--- src/rtl/fetch_buffer_pkg.sv ---
// Shared types for the fetch buffer: cache line type, entry layout, insn width and sizing helpers.
package CacheTypes;
    localparam int unsigned ICACHE_LINE_WIDTH = 128;
    typedef logic [ICACHE_LINE_WIDTH-1:0] icache_line_t;
endpackage

package FetchBufferTypes;
    import CacheTypes::*;

    localparam int unsigned INSN_WIDTH = 32;

    typedef struct packed {
        logic [31:0]  pc;
        icache_line_t line;
        logic         fault;
    } fetch_buffer_entry_t;

    function automatic int unsigned words_of(input int unsigned line_width);
        return line_width / INSN_WIDTH;
    endfunction

    function automatic int unsigned off_bits(input int unsigned words);
        return (words > 1) ? $clog2(words) : 1;
    endfunction
endpackage

--- src/rtl/fetch_buffer_ram.sv ---
// DEPTH-entry line storage: one synchronous write port, one combinational read port, no reset.
module fetch_buffer_ram #(
    parameter int unsigned DEPTH       = 4,
    parameter int unsigned LINE_WIDTH  = 128,
    parameter int unsigned VADDR_WIDTH = 32
) (
    input  logic                     clk,
    input  logic                     we,
    input  logic [$clog2(DEPTH)-1:0] waddr,
    input  logic [VADDR_WIDTH-1:0]   wpc,
    input  logic [LINE_WIDTH-1:0]    wline,
    input  logic                     wfault,
    input  logic [$clog2(DEPTH)-1:0] raddr,
    output logic [VADDR_WIDTH-1:0]   rpc,
    output logic [LINE_WIDTH-1:0]    rline,
    output logic                     rfault
);
    logic [VADDR_WIDTH-1:0] pc_mem    [DEPTH];
    logic [LINE_WIDTH-1:0]  line_mem  [DEPTH];
    logic                   fault_mem [DEPTH];

    always_ff @(posedge clk) begin
        if (we) begin
            pc_mem[waddr]    <= wpc;
            line_mem[waddr]  <= wline;
            fault_mem[waddr] <= wfault;
        end
    end

    assign rpc    = pc_mem[raddr];
    assign rline  = line_mem[raddr];
    assign rfault = fault_mem[raddr];
endmodule

--- src/rtl/fetch_buffer.sv ---
// Fetch buffer: queues I-cache lines and issues up to FETCH_WIDTH instructions per cycle.
// Optional FETCH_BUFFER_BYPASS_EN adds a same-cycle in-to-out path when the buffer is empty.
module fetch_buffer
    import FetchBufferTypes::*;
#(
    parameter int unsigned DEPTH       = 4,
    parameter int unsigned LINE_WIDTH  = 128,
    parameter int unsigned FETCH_WIDTH = 2,
    parameter int unsigned VADDR_WIDTH = 32
) (
    input  logic                               clk,
    input  logic                               rst,
    input  logic                               inValid,
    output logic                               inReady,
    input  logic [VADDR_WIDTH-1:0]             inPc,
    input  logic [LINE_WIDTH-1:0]              inLine,
    input  logic                               inFault,
    output logic [FETCH_WIDTH-1:0]             outValid,
    output logic [FETCH_WIDTH*VADDR_WIDTH-1:0] outPc,
    output logic [FETCH_WIDTH*INSN_WIDTH-1:0]  outInsn,
    output logic                               outFault,
    input  logic                               outReady,
    input  logic                               flush,
    output logic [$clog2(DEPTH):0]             count
);
    localparam int unsigned WORDS = words_of(LINE_WIDTH);
    localparam int unsigned OW    = off_bits(WORDS);
    localparam int unsigned PW    = $clog2(DEPTH);
    localparam int unsigned CW    = PW + 1;
    localparam logic [OW:0] WORDS_W = (OW + 1)'(WORDS);

    logic [PW-1:0] head, tail;
    logic [CW-1:0] cnt;
    logic [OW-1:0] offset;
    logic          fresh;

    logic [VADDR_WIDTH-1:0] rpc;
    logic [LINE_WIDTH-1:0]  rline;
    logic                   rfault;

    logic                   empty, bypass, have;
    logic [VADDR_WIDTH-1:0] src_pc;
    logic [LINE_WIDTH-1:0]  src_line;
    logic                   src_fault;
    logic [OW-1:0]          cur_off;
    logic [OW:0]            idx, nvalid, adv;
    logic                   push, pop, line_done, do_write, ram_pop;

    fetch_buffer_ram #(
        .DEPTH      (DEPTH),
        .LINE_WIDTH (LINE_WIDTH),
        .VADDR_WIDTH(VADDR_WIDTH)
    ) u_ram (
        .clk   (clk),
        .we    (do_write),
        .waddr (tail),
        .wpc   (inPc),
        .wline (inLine),
        .wfault(inFault),
        .raddr (head),
        .rpc   (rpc),
        .rline (rline),
        .rfault(rfault)
    );

    assign empty   = (cnt == '0);
    assign count   = cnt;
    assign inReady = (cnt < CW'(DEPTH));

    // A new head takes its offset from its own pc; 'fresh' selects that instead of a
    // separate load, so no second read port is needed to peek at the next entry.
`ifdef FETCH_BUFFER_BYPASS_EN
    assign bypass = empty && inValid && !flush;
    always_comb begin
        src_pc    = bypass ? inPc    : rpc;
        src_line  = bypass ? inLine  : rline;
        src_fault = bypass ? inFault : rfault;
        cur_off   = bypass ? inPc[OW+1:2] : (fresh ? rpc[OW+1:2] : offset);
    end
`else
    assign bypass = 1'b0;
    always_comb begin
        src_pc    = rpc;
        src_line  = rline;
        src_fault = rfault;
        cur_off   = fresh ? rpc[OW+1:2] : offset;
    end
`endif

    assign have = bypass || !empty;

    always_comb begin
        outValid = '0;
        outPc    = '0;
        outInsn  = '0;
        outFault = 1'b0;
        nvalid   = '0;
        idx      = '0;
        if (have && src_fault) begin
            outValid[0]                 = 1'b1;
            outFault                    = 1'b1;
            outPc[VADDR_WIDTH-1:0]      = src_pc;
            nvalid                      = (OW + 1)'(1);
        end else if (have) begin
            for (int unsigned i = 0; i < FETCH_WIDTH; i++) begin
                idx = {1'b0, cur_off} + (OW + 1)'(i);
                if (idx < WORDS_W) begin
                    outValid[i] = 1'b1;
                    outPc[i*VADDR_WIDTH +: VADDR_WIDTH] =
                        {src_pc[VADDR_WIDTH-1:OW+2], idx[OW-1:0], 2'b00};
                    outInsn[i*INSN_WIDTH +: INSN_WIDTH] =
                        src_line[INSN_WIDTH*int'(idx[OW-1:0]) +: INSN_WIDTH];
                    nvalid = nvalid + (OW + 1)'(1);
                end
            end
        end
    end

    assign adv       = {1'b0, cur_off} + nvalid;
    assign pop       = outReady && outValid[0] && !flush;
    assign line_done = pop && (src_fault || adv == WORDS_W);
    assign push      = inValid && inReady && !flush;
    assign do_write  = push && !(bypass && line_done);
    assign ram_pop   = line_done && !empty;

    always_ff @(posedge clk or posedge rst) begin
        if (rst) begin
            head   <= '0;
            tail   <= '0;
            cnt    <= '0;
            offset <= '0;
            fresh  <= 1'b0;
        end else if (flush) begin
            head   <= '0;
            tail   <= '0;
            cnt    <= '0;
            offset <= '0;
            fresh  <= 1'b0;
        end else begin
            if (do_write) tail <= tail + PW'(1);
            if (ram_pop)  head <= head + PW'(1);
            case ({do_write, ram_pop})
                2'b10:   cnt <= cnt + CW'(1);
                2'b01:   cnt <= cnt - CW'(1);
                default: cnt <= cnt;
            endcase
            if (empty) begin
                if (do_write) begin
                    if (pop) begin
                        offset <= adv[OW-1:0];
                        fresh  <= 1'b0;
                    end else begin
                        fresh  <= 1'b1;
                    end
                end
            end else if (ram_pop) begin
                fresh <= 1'b1;
            end else if (pop) begin
                offset <= adv[OW-1:0];
                fresh  <= 1'b0;
            end
        end
    end
endmodule

--- config.mk ---
export PLATFORM = sky130hd
export DESIGN_NAME = fetch_buffer
export DESIGN_NICKNAME = d
export VERILOG_FILES = /design/src/rtl/fetch_buffer_pkg.sv /design/src/rtl/fetch_buffer_ram.sv /design/src/rtl/fetch_buffer.sv
export SDC_FILE = /design/constraint.sdc
export NUM_CORES = 1
export LEC_CHECK = 0
export CAP_MARGIN = 20
export CORE_MARGIN = 5
export CORE_UTILIZATION = 60
export CTS_CLUSTER_DIAMETER = 30
export DETAILED_ROUTE_END_ITERATION = 10
export GPL_TIMING_DRIVEN = 0
export PLACE_DENSITY = 0.85
export SYNTH_ARGS = -nofsm -noshare
export SYNTH_HDL_FRONTEND = slang
export SYNTH_HIERARCHICAL = 1
export SYNTH_SLANG_ARGS = --single-unit
--- constraint.sdc ---
create_clock -name clk -period 33.5 [get_ports clk]
set_input_delay 6.7 -clock clk [delete_from_list [all_inputs] [get_ports clk]]
set_output_delay 6.7 -clock clk [all_outputs]
set_load 0.03 [all_outputs]
==> results of run 1 <==
==> tightest hold or removal path: stages (launching register included) <==
cell and delay [ns]:
dfrtp_1 0.37, xor2_1 0.07, nor2_1 0.07
==> Yosys cell counts (4+ instances only) <==
library cell | count | area, sq um
buf_2 | 22 | 110.1
dfrtp_1 | 10 | 250.2
mux4_2 | 225 | 5067
clkbuf_1 | 28 | 105.1
inv_1 | 7 | 26.28
buf_4 | 7 | 52.55
nor2b_1 | 33 | 206.5
and3_1 | 31 | 193.9
nand2b_1 | 4 | 25.02
nor2_1 | 19 | 71.32
buf_6 | 12 | 135.1
and2_1 | 62 | 387.9
edfxtp_1 | 644 | 19340
==> cells by family (layout without fill, tap and decap cells) <==
group | after synthesis | in the layout | share of synthesized area (%)
xor gates and xnor gates | 5 | 5 | 0.2188
AOI/OAI and AO/OA | 9 | 9 | 0.2521
muxes | 229 | 229 | 19.46
other | 1 | 9 | 0.01426
and+or+nand+nor | 162 | 162 | 3.686
DFF | 654 | 654 | 74.46
buffers and inverters | 77 | 621 | 1.655
adders and majority gates | 4 | 4 | 0.2473
==> path summary, 6_finish.rpt <==
kind / slack [ns] / endpoint / from
max: 20.43 / outInsn[47] / head[1]
max in group asynchronous: 26.82 / head[0] / rst
min in group asynchronous: 6.36 / offset[0] / rst
min reg2reg: 0.56 / head[1] / head[1]
max reg2reg: 26.73 / count[2] / head[1]
min: 0.56 / head[1] / head[1]
==> layer usage <==
| layer | vias to the layer above | part of all wire, % |
|---|---|---|
| met4 | 10 | 3.0 |
| li1 | 5815 | - |
| met5 | - | 0.080 |
| met1 | 7482 | 35 |
| met2 | 862 | 52 |
| met3 | 140 | 9.8 |
==> registers in the layout, summed over array words and instances, names as in the netlist <==
name,count
head,2
u_ram/fault_mem,4
u_ram/line_mem,512
tail,2
fresh,1
count,3
u_ram/pc_mem,128
offset,2
==> report_power, final <==
| group | switching, W | internal, W | total (W) | leakage (nW) |
|---|---|---|---|---|
| clock | 0.000402 | 0.000756 | 0.00116 | 1.89 |
| sequential | 0.0000144 | 0.000945 | 0.000960 | 5.98 |
| combinational | 0.000463 | 0.000374 | 0.000837 | 3.47 |
==> per-stage QoR <==
stage                     utilization, %  hold WS, ns  cells  total power (W)
final                              79.58       0.5579   2278         0.002954
after global placement             69.40       0.5298   2025         0.001787
after CTS                          79.54       0.5648   2271         0.002970
after global routing               79.57       0.5899   2277         0.003052
after detailed placement           70.56       0.5489   2056         0.001798
after floorplan                        -       0.4994   1142         0.001495
==> final cells by class <==
class,count,area (sq um),area share (%)
Sequential cell,654,19590,56.89
Multi-Input combinational cell,411,6304,18.31
Timing Repair Buffer,329,3468,10.07
Clock buffer,132,2984,8.667
Clock inverter,83,900.9,2.616
Tap cell,585,732.0,2.126
Buffer,69,402.9,1.170
Inverter,8,32.53,0.09448
Antenna cell,7,17.52,0.05088
==> results.cfg, run 1 <==
[outcome]
status = completed

[clock_tree]
cts_made_buffers = 117
h-tree-depth = 3
ctsRootBufferMaster = clkbuf_16
post-cts-setup-buffer-count = 0
cts_sinks = 654
cts_resized = 0
cts_buffer_depth = 3
ctsHoldBuffers = 0
clk_pin_slew_ns = 0.06
cts_tree = done
clk-insertion-delay-late_ns = 0.65

[drt]
wl_mm = 68.74
route.detailed.drc = 0
vias = 14309
firstDrtPassIters = 5
detail-route-antenna-nets = 0
wl_per_cell_um = 30.18
drt_iter0_drc = 1449
vias_per_cell = 6.281

[floorplan]
io_pins = 301
initial_core_util_pct = 60.80
die_x_um = 219.4
die_h_um = 219.4
fp.coreArea_sq_mm = 0.04327
die-area_sq_mm = 0.04813
num_rows = 76

[critical_path]
path_common_cell = buf_2
crit_cells = 14
crit_path_end_kind = output pin
cp.required_ns = 26.80
worstSetupStartpointType = register
crit_buf_inv = 9
path_cells = buf_2 > buf_2 > buf_2 > mux4_2 > mux2i_1 > buf_4 > buf_2 > inv_1 > ha_1 > clkbuf_1 > clkbuf_1 > mux4_2 > and2_1 > clkdlybuf4s50_1
max_stage_delay_ns = 0.74
setup.worst_path.class = reg2out
arrival_ns = 6.37
r2r_cells = 21
critPathSlowestCell = clkbuf_1
critPathTopFamily = buffers and inverters
cp_max_fo = 10

[synth]
synth_area_sq_mm = 0.02631
synth_edf_count = 644
ys_ff_latch = 654
ys_seq_area_share_pct = 74.46
async_flop_share_pct = 1.529
yosysWarnings = 6
avgSynthCellArea_sq_um = 23.06
synth-main-ff-cell = edfxtp_1
ys_types = 37
synth_cells = 1141

[grt]
grt_pass1_vias = 15561
grt_pass1_wl_mm = 101.7
top_usage_layer = met2
antenna_found_initial = 12
globalRouteMet3Util_pct = 8.139
grt_use_met1_pct = 37.73
grt_start_max_net_pins = 59
overflow = 0
grt_usage_pct = 29.26
grt.met2_usage_pct = 48.38

[final_layout]
mostFrequentLayoutCell = edfxtp_1
nFillCells = 2033
syn_to_final_growth_pct = 30.88
layout_common_cells = edfxtp_1, clkdlybuf4s50_1, mux4_2, clkbuf_16, and2_1
drive_above_1_share_pct = 29.12
fin_nets = 1760
finalInstanceArea_sq_mm = 0.03443

[timing]
min_period_ns = 13.07
worst_slack_ns = 20.43
finalSetupTns_ns = 0
relSlewSlack_pct = 36.43
slew_viol_final = 0
finalSetupViolations = 0
finalClockSkew_ns = 0.02627
finalCritPeriodShare_pct = 39.02
final_hold_viol_count = 0
worst_slew_pin_slew_ns = 0.9535
rsz0062_at_grt = false
max_freq_mhz = 76.51

[place]
hpwl_mm = 41.28
place_area_sq_mm = 0.03053
routabilityCongestion = 0.7867
port_buffers = 298
place_ws_ns = 21.23

[power]
p_leak_nw = 11.34
powerDensity_mw_per_mm2 = 85.80
irDropWorstVdd_mv = 0.06862

[flow_run]
drv_cap = 0

[worst_hold_path]
whs_path_depth = 2
hold_path.class = reg2reg
No activity file was read; power rests on OpenSTA's default activity.
==> run 2, diff against run 1 <==
--- a/config.mk
+++ b/config.mk
@@ -7,11 +7,11 @@
 export LEC_CHECK = 0
 export CAP_MARGIN = 20
 export CORE_MARGIN = 5
-export CORE_UTILIZATION = 60
+export CORE_UTILIZATION = 56
 export CTS_CLUSTER_DIAMETER = 30
 export DETAILED_ROUTE_END_ITERATION = 10
 export GPL_TIMING_DRIVEN = 0
-export PLACE_DENSITY = 0.85
+export PLACE_DENSITY = 0.8
 export SYNTH_ARGS = -nofsm -noshare
 export SYNTH_HDL_FRONTEND = slang
 export SYNTH_HIERARCHICAL = 1
==> constraint.sdc (replaced) <==
create_clock -name clk -period 12.4 [get_ports clk]
set_input_delay 2.48 -clock clk [delete_from_list [all_inputs] [get_ports clk]]
set_output_delay 2.48 -clock clk [all_outputs]
set_load 0.03 [all_outputs]
==> run 2 against run 1 <==
  * Setup slack worse by 17 ns
  * Core utilization shrank 5.4 points
  * Sequential share of layout area is 0.18 points lower
  * Routed wire length decreased by 4.9%
  * Clock power grew to 2.7 times the previous value
==> results.cfg, run 2 (synthesized netlist as in run 1, its figures left out) <==
[clock_tree]
cts_made_buffers = 115
post-cts-setup-buffer-count = 0
cts_tree = done
h-tree-depth = 3
cts_buffer_depth = 3
ctsHoldBuffers = 0
ctsRootBufferMaster = clkbuf_16
clk-insertion-delay-late_ns = 0.65
cts_resized = 0
cts_sinks = 654
clk_pin_slew_ns = 0.05

[critical_path]
setup.worst_path.class = reg2out
crit_path_end_kind = output pin
path_common_cell = buf_2
arrival_ns = 6.43
path_cells = buf_2 > buf_2 > buf_2 > mux4_2 > mux2i_1 > buf_4 > buf_2 > inv_1 > ha_1 > clkbuf_1 > clkbuf_1 > mux4_2 > and2_1 > clkdlybuf4s50_1
cp.required_ns = 9.92
max_stage_delay_ns = 0.78
cp_max_fo = 10
worstSetupStartpointType = register
critPathSlowestCell = clkbuf_1

[grt]
grt_use_met1_pct = 33.45
globalRouteMet3Util_pct = 8.079
grt_pass1_vias = 14938
antenna_found_initial = 11
grt.met2_usage_pct = 43.38
overflow = 0
top_usage_layer = met2
grt_usage_pct = 25.93
grt_start_max_net_pins = 50
grt_pass1_wl_mm = 96.61

[drt]
vias = 13873
drt_iter0_drc = 1378
detail-route-antenna-nets = 0
wl_per_cell_um = 28.44
vias_per_cell = 6.034
route.detailed.drc = 0
firstDrtPassIters = 7
wl_mm = 65.37

[floorplan]
fp.coreArea_sq_mm = 0.04656
die-area_sq_mm = 0.05141
die_x_um = 226.7
io_pins = 301
initial_core_util_pct = 56.51
num_rows = 79
die_h_um = 226.7

[timing]
min_period_ns = 8.912
finalSetupViolations = 0
finalSetupTns_ns = 0
rsz0062_at_grt = false
final_hold_viol_count = 0
holdWs_ns = 0.5903
worst_slew_pin_slew_ns = 0.9733
slew_viol_final = 0
finalCritPeriodShare_pct = 71.87
max_freq_mhz = 112.2
finalClockSkew_ns = 0.02154
relSlewSlack_pct = 35.11

[final_layout]
syn_to_final_growth_pct = 31.29
top_register = u_ram/line_mem
mostFrequentLayoutCell = edfxtp_1
post-route-util_pct = 74.19
fin_nets = 1751
largest_register_ffs = 512
drive_above_1_share_pct = 29.51
layout_common_cells = edfxtp_1, clkdlybuf4s50_1, mux4_2, clkbuf_16, and2_1
reg_top3 = u_ram/line_mem x512, u_ram/pc_mem x128, u_ram/fault_mem x4
nFillCells = 2560

[outcome]
status = completed

[flow_run]
drv_cap = 0

[place]
routabilityCongestion = 0.7801
hpwl_mm = 40.10
port_buffers = 298

[power]
irDropWorstVdd_mv = 0.1646
powerDensity_mw_per_mm2 = 230.7
p_leak_nw = 11.31

[worst_hold_path]
hold_path.class = reg2reg
## run 2: cell types whose count changed in the layout (fill, tap and decap cells not counted), moves of 2 or more
cell / change
buf_6: -16
clkinv_2: -10
buf_12: +3
clkinvlp_4: +8
inv_6: +8
buf_8: +7
clkinv_8: +2
clkinv_4: +6
diode_2: +4
clkinv_1: -4
clkbuf_1: -6
## run 2: layout make-up
class | count | area [sq um] | share of cell area, %
Buffer | 69 | 402.9 | 1.166
Clock buffer | 126 | 2962 | 8.575
Multi-Input combinational cell | 411 | 6310 | 18.27
Tap cell | 607 | 759.5 | 2.199
Inverter | 8 | 32.53 | 0.09419
Clock inverter | 91 | 1010 | 2.923
Antenna cell | 11 | 27.53 | 0.07970
Sequential cell | 654 | 19590 | 56.72
Timing Repair Buffer | 322 | 3446 | 9.977
## run 2: routing by layer
metal	vias to the layer above	part of all wire, %
li1	5781	-
met3	86	9.4
met4	6	1.8
met1	7334	37
met2	666	51
met5	-	0.041
## run 2: worst max-delay path: cells and delay by family (launching register included)
| family | cells | cell delay, ns |
|---|---|---|
| adder cells (fa/ha/maj) | 1 | 0.28 |
| buffers and inverters | 9 | 3.57 |
| flip-flops | 1 | 0.36 |
| multiplexers | 3 | 1.37 |
| AND/OR/NAND/NOR | 1 | 0.18 |
## run 2: path summary, 6_finish.rpt
path	start	end	slack (ns)	cells past startpoint
max in group asynchronous	rst	offset[1]	9.93	2
worst max register to register	head[1]	count[2]	5.82	21
worst min register to register	head[0]	head[0]	0.59	2
worst max-delay path	head[1]	outInsn[47]	3.49	14
min in group asynchronous	rst	head[0]	2.17	2
worst min-delay path	head[0]	head[0]	0.59	2
## run 2: metrics by stage
stage	total power, W	area (sq um)	setup WS [ns]	instances
finish	0.007969	34540	3.488	2299
global route	0.008271	34520	3.150	2291
CTS	0.008027	34510	3.369	2288
detailed placement	0.004855	30540	4.158	2071
global placement	0.004831	30060	-2.879	2047
floorplan	0.004027	26320	2.758	1142
## run 2: report_power, final
group | internal, W | total [W] | switching (W) | leakage, nW
registers | 0.00255 | 0.00259 | 0.0000363 | 5.98
clock network | 0.00204 | 0.00314 | 0.00110 | 1.89
logic | 0.00101 | 0.00224 | 0.00123 | 3.44
total | 0.00560 | 0.00797 | 0.00237 | 11.3
